==> config.mk <==
export PLATFORM = sky130hd
export DESIGN_NAME = pipe_stall_ctrl
export DESIGN_NICKNAME = d
export VERILOG_FILES = /design/src/rtl/pipe_stall_ctrl.sv
export SDC_FILE = /design/constraint.sdc
export NUM_CORES = 1
export LEC_CHECK = 0
export ABC_CLOCK_PERIOD_IN_PS = 3000
export CAP_MARGIN = 10
export CELL_PAD_IN_SITES_DETAIL_PLACEMENT = 0
export CELL_PAD_IN_SITES_GLOBAL_PLACEMENT = 1
export CORE_MARGIN = 5
export CORE_UTILIZATION = 35
export CTS_BUF_LIST = sky130_fd_sc_hd__clkbuf_16
export DETAILED_ROUTE_END_ITERATION = 6
export HOLD_SLACK_MARGIN = 0.15
export PLACE_DENSITY_LB_ADDON = 0.1
export SLEW_MARGIN = 20
export SYNTH_ARGS = -nofsm -noshare
export SYNTH_HDL_FRONTEND = slang
export SYNTH_SLANG_ARGS = --single-unit
==> constraint.sdc <==
create_clock -name clk -period 3 [get_ports clk]
set_clock_uncertainty 0.2 [all_clocks]
set_input_delay 0.3 -clock clk [delete_from_list [all_inputs] [get_ports clk]]
set_output_delay 0.3 -clock clk [all_outputs]
set_load 0.01 [all_outputs]
==> src/rtl/pipe_stall_ctrl.sv <==
// rtl/pipe_stall_ctrl.sv - pipeline stall/flush controller with divider handshake and dmem timeout
module pipe_stall_ctrl #(
    parameter int DMEM_TIMEOUT = 64,
    parameter int CNT_W        = 32
) (
    input  logic             clk,
    input  logic             rst,
    input  logic             hz_keep_pc,
    input  logic             hz_stall_IF_ID,
    input  logic             hz_flush_IF_ID,
    input  logic             hz_flush_ID_EX,
    input  logic             dmem_req_MEM,
    input  logic             dmem_ack_MEM,
    input  logic             div_req_EX,
    input  logic             div_done,
    output logic             div_start,
    output logic             div_ack,
    output logic             keep_pc,
    output logic             stall_IF_ID,
    output logic             stall_ID_EX,
    output logic             stall_EX_MEM,
    output logic             flush_IF_ID,
    output logic             flush_ID_EX,
    output logic             flush_EX_MEM,
    output logic             flush_MEM_WB,
    output logic [CNT_W-1:0] stall_cycles,
    output logic             dmem_timeout
);

    localparam int TW = (DMEM_TIMEOUT < 1) ? 1 : $clog2(DMEM_TIMEOUT + 1);
    localparam bit TMO_EN = (DMEM_TIMEOUT > 0);
    localparam logic [TW-1:0] TMO_LAST = TW'((DMEM_TIMEOUT > 0) ? DMEM_TIMEOUT - 1 : 0);

    typedef enum logic [1:0] {
        RUN      = 2'd0,
        DIV_BUSY = 2'd1,
        ERR      = 2'd2
    } state_e;

    state_e           state_q, state_d;
    logic [TW-1:0]    tmo_cnt_q, tmo_cnt_d;
    logic [CNT_W-1:0] stall_cnt_q, stall_cnt_d;
    logic             dmem_timeout_q, dmem_timeout_d;

    logic mem_wait, tmo_hit;
    logic mem_stall, div_stall, div_ack_w, div_start_w;

    assign mem_wait = dmem_req_MEM & ~dmem_ack_MEM;
    assign tmo_hit  = TMO_EN & mem_wait & (tmo_cnt_q == TMO_LAST);

    always_comb begin
        mem_stall   = mem_wait | (state_q == ERR);
        div_ack_w   = (state_q == DIV_BUSY) & div_done & ~mem_stall;
        div_stall   = ((state_q == RUN) & div_req_EX) | ((state_q == DIV_BUSY) & ~div_ack_w);
        div_start_w = (state_q == RUN) & div_req_EX & ~mem_stall;
    end

    // Every control output is forced low during the reset cycle.
    always_comb begin
        div_start    = div_start_w & ~rst;
        div_ack      = div_ack_w & ~rst;
        keep_pc      = (mem_stall | div_stall | hz_keep_pc) & ~rst;
        stall_IF_ID  = (mem_stall | div_stall | hz_stall_IF_ID) & ~rst;
        stall_ID_EX  = (mem_stall | div_stall) & ~rst;
        stall_EX_MEM = mem_stall & ~rst;
        flush_IF_ID  = hz_flush_IF_ID & ~mem_stall & ~div_stall & ~rst;
        flush_ID_EX  = hz_flush_ID_EX & ~mem_stall & ~div_stall & ~rst;
        flush_EX_MEM = div_stall & ~mem_stall & ~rst;
        flush_MEM_WB = mem_stall & ~rst;
    end

    always_comb begin
        state_d = state_q;
        case (state_q)
            RUN:      if (div_start_w) state_d = DIV_BUSY;
            DIV_BUSY: if (div_ack_w)   state_d = RUN;
            ERR:      state_d = ERR;
            default:  state_d = RUN;
        endcase
        if (tmo_hit) state_d = ERR;
    end

    always_comb begin
        tmo_cnt_d = '0;
        if (TMO_EN && mem_wait) begin
            tmo_cnt_d = (tmo_cnt_q == '1) ? tmo_cnt_q : tmo_cnt_q + TW'(1);
        end
        stall_cnt_d = stall_cnt_q;
        if (keep_pc && (stall_cnt_q != '1)) begin
            stall_cnt_d = stall_cnt_q + CNT_W'(1);
        end
        dmem_timeout_d = dmem_timeout_q | tmo_hit;
    end

    always_ff @(posedge clk) begin
        if (rst) begin
            state_q        <= RUN;
            tmo_cnt_q      <= '0;
            stall_cnt_q    <= '0;
            dmem_timeout_q <= 1'b0;
        end else begin
            state_q        <= state_d;
            tmo_cnt_q      <= tmo_cnt_d;
            stall_cnt_q    <= stall_cnt_d;
            dmem_timeout_q <= dmem_timeout_d;
        end
    end

    assign stall_cycles = stall_cnt_q;
    assign dmem_timeout = dmem_timeout_q;

endmodule

==> metrics.yaml, run 1 <==
timing:
  slew-limit-headroom_pct: 39.4
  drv_slew: 0
  finalCritPeriodShare_pct: 93.6
  timing.final.ws_setup_ps: 193
  tns_ps: 0
  rsz0062_at_grt: "false"
  worst_pin_slew_ps: 905
  setup_viol: 0
  fmax_mhz: 356
  hold_viol: 0
  finalCriticalPeriod_ps: 2810
placed_design:
  numPortBuffers: 52
  place_hpwl_um: 4470
  dp.cells: 398
  place.gp.congestion: 0.820
  placed_cell_area_um2: 2890
  place_ws_ps: 210
clock_network:
  htreeDepth: 2
  cts_tree: "built"
  clockRootBuffer: "clkbuf_16"
  cts_sinks: 42
  cts_hold_buffers: 0
  numCtsBuffers: 5
  clock_path_buffers: 2
  post_cts_buffers: 0
  cts.clk_slew.worst_paths_ps: 60
  cts.repair.resized: 0
  worstSkewPairLatency_ps: 280
floorplan:
  die_h_um: 90.5
  fp.coreArea_um2: 6310
  die_area_um2: 8190
  rows: 29
  initial_core_util_pct: 35.9
  pin_count: 53
  die_w_um: 90.5
synth:
  synthArstFlopShare_pct: 0
  synth_enable_flop_cells: 0
  syn_inst: 271
  ys_seq_area_share_pct: 37.1
  synth_nets: 283
  syn_avg_cell_area_um2: 8.37
  yosys_warnings: 0
  ys_ff_latch: 42
  synthDistinctLibCells: 50
  synthesis.area_um2: 2270
  ys.flop_type: "dfxtp_1"
global_route:
  antenna_found_initial: 0
  grt_pass1_wl_um: 10100
  grt.overflow.total: 0
  grt_max_degree: 23
  grt_pass1_vias: 2051
  grt_usage_pct: 14.8
finish:
  register_area_um2: 841
  area_delta_synth_final_pct: 33.3
  multiInputGateArea_um2: 1320
  finalNetCount: 340
  fillCellCount: 648
  layout.cells.non_filler: 406
  antenna_cells: 0
  layout-drive-gt1-share_pct: 8.51
  design_area_um2: 3020
worst_setup_path:
  cp.arrival_ps: 2310
  rrSetupSlack_ps: 310
  critPathLaunchType: "input pin"
  cp-end-kind: "output pin"
  critPathKind: "in2out"
  worstPathMaxFanout: 7
  required_ps: 2500
hold_path:
  hold_class: "reg2reg"
power_and_ir_drop:
  p_per_area_nw_per_um2: 388
  ir_worst_vdd_mv: 0.279
  p_leak_nw: 1.01
routing:
  dr.pass1.iters: 4
  final_antenna_net_count: 0
  first_iter_violations: 105
  vias: 2228
  drc: 0
  routedWlPerCell_um: 14.8
  via_per_inst: 5.49
  wirelength_um: 6000
job:
  drv_cap: 0
status:
  status: "completed"
[stage by stage]
| stage | hold WS, ps | total power [mW] | utilization [%] |
|---|---|---|---|
| 6_report | 248 | 1.17 | 47.9 |
| 5_1_grt | 265 | 1.23 | 47.9 |
| 4_1_cts | 247 | 1.19 | 47.9 |
| 3_5_place_dp | 242 | 0.672 | 45.7 |
| 3_3_place_gp | 236 | 0.672 | 45.7 |
| 2_1_floorplan | 235 | 0.626 | - |
[state kept, by name, summed over array words and instances, names as in the netlist]
register      cells
state_q           2
tmo_cnt_q         7
stall_cycles     32
dmem_timeout      1
[path summary, 6_finish.rpt]
kind / cells past startpoint / endpoint / start
max: 6 / keep_pc / div_req_EX
min: 2 / dmem_timeout / dmem_timeout
max reg2reg: 6 / stall_cycles[18] / stall_cycles[0]
min reg2reg: 2 / dmem_timeout / dmem_timeout
[metal layers]
metal,track usage (%),part of all wire [%],vias to the layer above
met1,19.9,50,1040
met5,0,0,-
met2,23.3,45,34
li1,-,-,1147
met4,4.09,1.2,0
met3,3.75,3.8,7
[Yosys cell counts, types with 3 or more instances]
library cell  number  share of area [%]
o21ai_0           13                2.9
o311ai_0           3                1.2
nand4_1           13                3.6
clkbuf_1           3               0.50
dfxtp_1           42                 37
o31ai_1            8                2.6
nand2b_1           3               0.83
nand2_1           18                3.0
nor2_1            20                3.3
nor3_1             3               0.66
inv_1              9                1.5
buf_4              3               0.99
a21oi_1           27                6.0
and4_1             6                2.3
nand3_1           14                3.1
or4_1             10                3.3
o21ai_1            4               0.88
xor2_1             4                1.5
mux2_4             3                2.0
or3_1             13                3.6
and3_1             6                1.7
nor2b_1            4                1.1
nor4_1             5                1.4
[worst max-delay path: stages]
cell             delay, ps
clkdlybuf4s50_1        460
or3_1                  370
a211o_1                420
nand2_2                140
inv_1                  110
clkdlybuf4s50_1        500
[kinds of logic (layout without fill, tap and decap cells)]
kind of cell / after synthesis / after routing / synth area share [%]
compound gates: 68 / 68 / 18.5
xor+xnor: 5 / 5 / 1.93
fa+ha+maj: 2 / 2 / 1.10
buf+inv: 21 / 79 / 4.75
flops: 42 / 42 / 37.1
mux: 4 / 4 / 2.43
simple gates: 129 / 129 / 34.2
[power breakdown]
part,total (mW),switching (mW),internal [mW]
combinational,0.0914,0.0469,0.0445
sequential,0.568,0.00595,0.562
clock,0.513,0.212,0.301
total,1.17,0.265,0.907
[placed cells by master (no fill, tap or decap), types with 2 or more instances in the layout]
cell,n
buf_4,10
inv_1,10
nor3_1,3
o21ai_1,4
nand4_1,13
o41ai_1,2
o21a_1,2
xor2_1,4
nand2_1,18
or4_1,10
o21ai_0,13
nor3b_1,2
nand3_1,14
o311ai_0,3
nand2b_1,3
and3_1,6
nor4_1,5
mux2_4,3
clkbuf_16,5
nor2_1,20
o31a_1,2
clkdlybuf4s50_1,52
o31ai_1,8
or3_1,13
or2_2,2
and4_1,6
ha_1,2
a21oi_1,27
nor2b_1,4
and2_1,2
dfxtp_1,42
[layout make-up]
class / count / share of cell area [%]
Clock buffer: 5 / 4.14
Inverter: 9 / 1.12
Clock inverter: 3 / 0.414
Tap cell: 77 / 3.19
Multi-Input combinational cell: 208 / 43.6
Timing Repair Buffer: 62 / 19.7
Sequential cell: 42 / 27.8
(Power assumes the default switching activity.)
==> run 2, diff against run 1 <==
--- a/config.mk
+++ b/config.mk
@@ -14,7 +14,7 @@
 export CTS_BUF_LIST = sky130_fd_sc_hd__clkbuf_16
 export DETAILED_ROUTE_END_ITERATION = 6
 export HOLD_SLACK_MARGIN = 0.15
-export PLACE_DENSITY_LB_ADDON = 0.1
+export PLACE_DENSITY = 0.82
 export SLEW_MARGIN = 20
 export SYNTH_ARGS = -nofsm -noshare
 export SYNTH_HDL_FRONTEND = slang
==> run 2 against run 1 <==
Worst setup slack improved by 48 ps. Global-route usage fell by 0.34 points. Die area did not move. Design area fell by 0.37%. Hold slack got worse by 1.3 ps. Clock-buffer cell count did not move. Wire length fell by 4.3%. Via count rose by 0.90%. Critical path depth did not move. Fmax rose by 1.7%. Power rose by 0.52%. Largest cell class unchanged. Largest power group unchanged.
==> metrics.yaml, run 2 (synthesized netlist as in run 1, its figures left out) <==
hold_path:
  worstHoldStart: "dmem_timeout"
  hold_end: "dmem_timeout"
  holdPathStages: 2
  hold_class: "reg2reg"
placed_design:
  place.gp.congestion: 0.739
  placed_cell_area_um2: 2870
  dp.cells: 396
  numPortBuffers: 52
  place_ws_ps: 260
  place_hpwl_um: 4310
worst_setup_path:
  worstReg2RegStart: "stall_cycles[0]"
  cpPeakStageDelay_ps: 510
  rrSetupSlack_ps: 340
  worstPathMaxFanout: 7
  critPathLaunchType: "input pin"
  cp-end-kind: "output pin"
  cp_cell_sequence: "clkdlybuf4s50_1 -> or3_1 -> a211o_1 -> nand2_2 -> inv_1 -> clkdlybuf4s50_1"
  reg2regPathDepth: 6
  critPathKind: "in2out"
  cp_slowest_cell: "clkdlybuf4s50_1"
  cp.arrival_ps: 2260
  worstReg2RegEnd: "stall_cycles[18]"
  required_ps: 2500
  path_delay_family: "buffers and inverters"
  cp_common_cell: "clkdlybuf4s50_1"
  worst-path-buf-inv: 3
timing:
  slew-limit-headroom_pct: 40.7
  finalCriticalPeriod_ps: 2760
  hold_viol: 0
  rsz0062_at_grt: "false"
  finalCritPeriodShare_pct: 92.0
  whs_ps: 247
  setup_viol: 0
  fmax_mhz: 362
  tns_ps: 0
  worst_pin_slew_ps: 886
  timing.final.ws_setup_ps: 241
  drv_slew: 0
global_route:
  grt_max_degree: 27
  grt_pass1_wl_um: 10100
  grt_pass1_vias: 2074
  grt_usage_pct: 14.4
  antenna_found_initial: 0
  grt.overflow.total: 0
finish:
  finalNetCount: 338
  final_util_pct: 47.7
  layout-drive-gt1-share_pct: 8.26
  area_delta_synth_final_pct: 32.8
  antenna_cells: 0
  fillCellCount: 627
  largest_reg_flops: 32
  design_area_um2: 3010
  final_cell_mix: "clkdlybuf4s50_1 (52), dfxtp_1 (42), a21oi_1 (27)"
  mostFrequentLayoutCell: "clkdlybuf4s50_1"
  register_area_um2: 841
  multiInputGateArea_um2: 1320
  layout.cells.non_filler: 404
clock_network:
  clockRootBuffer: "clkbuf_16"
  cts_hold_buffers: 0
  cts.repair.resized: 0
  worstSkewPairLatency_ps: 280
  clock_path_buffers: 2
  cts_sinks: 42
  htreeDepth: 2
  cts.clk_slew.worst_paths_ps: 60
  cts_tree: "built"
  numCtsBuffers: 5
  post_cts_buffers: 0
job:
  drv_cap: 0
status:
  status: "completed"
power_and_ir_drop:
  p_sw_share_pct: 22.8
  p_switching_mw: 0.269
  pwr-share-seq_pct: 48.2
  p_leak_nw: 0.997
  p_total_mw: 1.18
  internal-power_mw: 0.909
  comb_power_share_pct: 7.7
  clockPowerShare_pct: 44.1
  p_per_area_nw_per_um2: 391
  ir_worst_vdd_mv: 0.301
floorplan:
  rows: 29
  die_w_um: 90.5
  pin_count: 53
  die_h_um: 90.5
  fp.coreArea_um2: 6310
  initial_core_util_pct: 35.9
  die_area_um2: 8190
routing:
  vias: 2248
  wirelength_um: 5740
  via_per_inst: 5.56
  routedWlPerCell_um: 14.2
  final_antenna_net_count: 0
  drc: 0
  first_iter_violations: 101
  dr.pass1.iters: 5
run 2: cell count changes in the layout (fill, tap and decap cells not counted), sizes merged:
cell / delta
clkinvlp: +1
buf: -2
inv: -1
run 2: tightest hold or removal path: stages, from the launching register on:
cell and delay (ps):
dfxtp_1 310, inv_1 40, a21oi_1 50
run 2: power groups by stage:
stage,clock network [mW],registers (mW),logic [mW]
CTS,0.533,0.568,0.0915
global route,0.565,0.568,0.100
floorplan,0,0.580,0.0462
global placement,0,0.580,0.0906
finish,0.520,0.568,0.0906
detailed placement,0,0.580,0.0911
run 2: worst max path at each step:
stage                          from               end  slack, ps  cells after the start
finish                   div_req_EX           keep_pc        240                      6
global route             div_req_EX           keep_pc        140                      6
CTS                      div_req_EX           keep_pc        240                      6
detailed placement       div_req_EX           keep_pc        260                      6
global placement         div_req_EX           keep_pc        270                      6
floorplan           stall_cycles[0]  stall_cycles[20]        750                      7
run 2: layout make-up:
type                    instances  area share, %
flip-flops and latches         42           27.9
clock inverters                 3          0.540
multi-input cells             208           43.8
repair buffers                 60           19.3
well taps                      77           3.20
inverters                       9           1.12
clock buffers                   5           4.15
run 2: per-layer routing:
| layer | part of all wire [%] | GRT usage, % | vias up |
|---|---|---|---|
| met4 | 1.7 | 5.09 | 0 |
| li1 | - | - | 1138 |
| met3 | 3.6 | 2.42 | 9 |
| met1 | 48 | 19.6 | 1059 |
| met2 | 47 | 23.0 | 42 |
| met5 | 0 | 0 | - |
==> run 3, diff against run 2 <==
--- a/config.mk
+++ b/config.mk
@@ -5,16 +5,17 @@
 export SDC_FILE = /design/constraint.sdc
 export NUM_CORES = 1
 export LEC_CHECK = 0
+export ABC_AREA = 0
 export ABC_CLOCK_PERIOD_IN_PS = 3000
 export CAP_MARGIN = 10
 export CELL_PAD_IN_SITES_DETAIL_PLACEMENT = 0
 export CELL_PAD_IN_SITES_GLOBAL_PLACEMENT = 1
 export CORE_MARGIN = 5
-export CORE_UTILIZATION = 35
+export CORE_UTILIZATION = 37
 export CTS_BUF_LIST = sky130_fd_sc_hd__clkbuf_16
 export DETAILED_ROUTE_END_ITERATION = 6
 export HOLD_SLACK_MARGIN = 0.15
-export PLACE_DENSITY = 0.82
+export PLACE_DENSITY = 0.85
 export SLEW_MARGIN = 20
 export SYNTH_ARGS = -nofsm -noshare
 export SYNTH_HDL_FRONTEND = slang
==> run 3 against run 2 <==
Via count is 2.0% higher. Wire length up 5.2%. Combinational power up 2.8%. Non-clock buffer count is 2 higher. Hold slack gained 4.0 ps. Highest routed layer unchanged. Clock power fell by 2%. Utilization increased by 3.0 points. First-iteration DRC count down 3.0%. Worst setup slack better by 100 ps. Die area fell by 4.8%.
==> metrics.yaml, run 3 (synthesized netlist as in run 1, its figures left out) <==
finish:
  multiInputGateArea_um2: 1320
  finalNetCount: 340
  register_area_um2: 841
  final_cell_mix: "clkdlybuf4s50_1 (52), dfxtp_1 (42), a21oi_1 (27)"
  mostFrequentLayoutCell: "clkdlybuf4s50_1"
  area_delta_synth_final_pct: 33.2
  antenna_cells: 0
  layout-drive-gt1-share_pct: 8.51
  largest_reg_flops: 32
  fillCellCount: 618
routing:
  routed.top_layer: "met4"
  final_antenna_net_count: 0
  routedWlPerCell_um: 15.0
  wirelength_um: 6050
  via_per_inst: 5.67
  dr_wl_met3_um: 227
  wl_met2_um: 2760
  met1Wirelength_um: 2970
  vias: 2292
  drc: 0
  dr.pass1.iters: 4
  first_iter_violations: 98
timing:
  setup_viol: 0
  finalCritPeriodShare_pct: 88.6
  drv_slew: 0
  timing.final.ws_setup_ps: 342
  finalCriticalPeriod_ps: 2660
  slew-limit-headroom_pct: 39.4
  tns_ps: 0
  worst_pin_slew_ps: 905
  hold_viol: 0
  fmax_mhz: 376
  rsz0062_at_grt: "false"
worst_setup_path:
  cp_common_cell: "clkdlybuf4s50_1"
  critPathLaunchType: "input pin"
  required_ps: 2500
  cpPeakStageDelay_ps: 500
  cp_cell_sequence: "clkdlybuf4s50_1 -> or3_1 -> a211o_1 -> nand2_2 -> inv_1 -> clkdlybuf4s50_1"
  cp.arrival_ps: 2160
  critPathKind: "in2out"
  cp_slowest_cell: "clkdlybuf4s50_1"
  worst-path-buf-inv: 3
  path_delay_family: "buffers and inverters"
  worstPathMaxFanout: 7
  cp-end-kind: "output pin"
placed_design:
  place_ws_ps: 280
  place_hpwl_um: 4390
  place.gp.congestion: 0.875
  numPortBuffers: 52
global_route:
  grt_max_degree: 25
  grt_pass1_wl_um: 9960
  grt_usage_pct: 16.2
  grt.overflow.total: 0
  antenna_found_initial: 0
  grt_pass1_vias: 2093
floorplan:
  die_w_um: 88.3
  rows: 28
  pin_count: 53
  die_h_um: 88.3
  die_area_um2: 7790
  initial_core_util_pct: 38.1
  fp.coreArea_um2: 5960
clock_network:
  worstSkewPairLatency_ps: 280
  cts_hold_buffers: 0
  cts.clk_slew.worst_paths_ps: 60
  numCtsBuffers: 5
  cts_tree: "built"
  htreeDepth: 2
  clockRootBuffer: "clkbuf_16"
  clock_path_buffers: 2
  cts.repair.resized: 0
  cts_sinks: 42
  post_cts_buffers: 0
power_and_ir_drop:
  ir_worst_vdd_mv: 0.275
  p_leak_nw: 1.01
  p_per_area_nw_per_um2: 388
hold_path:
  hold_class: "reg2reg"
job:
  drv_cap: 0
status:
  status: "completed"
==> run 3: cell types whose count changed in the layout (fill, tap and decap cells not counted), sizes merged <==
cell and delta:
buf +2, clkinvlp -1, inv +1
==> run 3: worst reg2reg max path, cell delays in order, from the launching register on <==
cell,delay [ps]
dfxtp_1,430
ha_1,250
nand3_2,180
nor4_1,400
o211ai_1,450
or4_1,530
a21oi_1,140
==> run 3: path summary, 6_finish.rpt <==
kind | slack, ps | endpoint | cells after the start | from
setup / recovery | 340 | keep_pc | 6 | div_req_EX
hold / removal | 250 | dmem_timeout | 2 | dmem_timeout
setup reg to reg | 370 | stall_cycles[18] | 6 | stall_cycles[0]
hold reg to reg | 250 | dmem_timeout | 2 | dmem_timeout
==> run 3: layout make-up <==
cell class	count	area share [%]
clock buffers	5	4.14
inverters	9	1.12
flip-flops and latches	42	27.8
clock inverters	3	0.414
repair buffers	62	19.7
well taps	75	3.11
multi-input cells	208	43.7
==> run 3: through the flow <==
| step | cells | hold WS, ps | instance area, µm² | power, mW | util [%] |
|---|---|---|---|---|---|
| 2_1_floorplan | 271 | 235 | 2270 | 0.626 | - |
| 3_3_place_gp | 396 | 238 | 2880 | 0.673 | 48.4 |
| 3_5_place_dp | 396 | 243 | 2880 | 0.673 | 48.4 |
| 4_1_cts | 404 | 253 | 3020 | 1.18 | 50.7 |
| 5_1_grt | 404 | 293 | 3020 | 1.22 | 50.7 |
| 6_report | 404 | 251 | 3020 | 1.17 | 50.7 |
==> run 3: power breakdown <==
group          switching [mW]  internal (mW)  leakage [nW]
registers             0.00593          0.562         0.339
clock network           0.212          0.301        0.0724
logic                  0.0476         0.0455         0.601
==> run 3: layer usage <==
layer | vias up | global-route usage [%]
met2 | 38 | 26.0
met5 | - | 0
met4 | 0 | 4.81
met1 | 1102 | 21.4
met3 | 7 | 4.28
li1 | 1145 | -
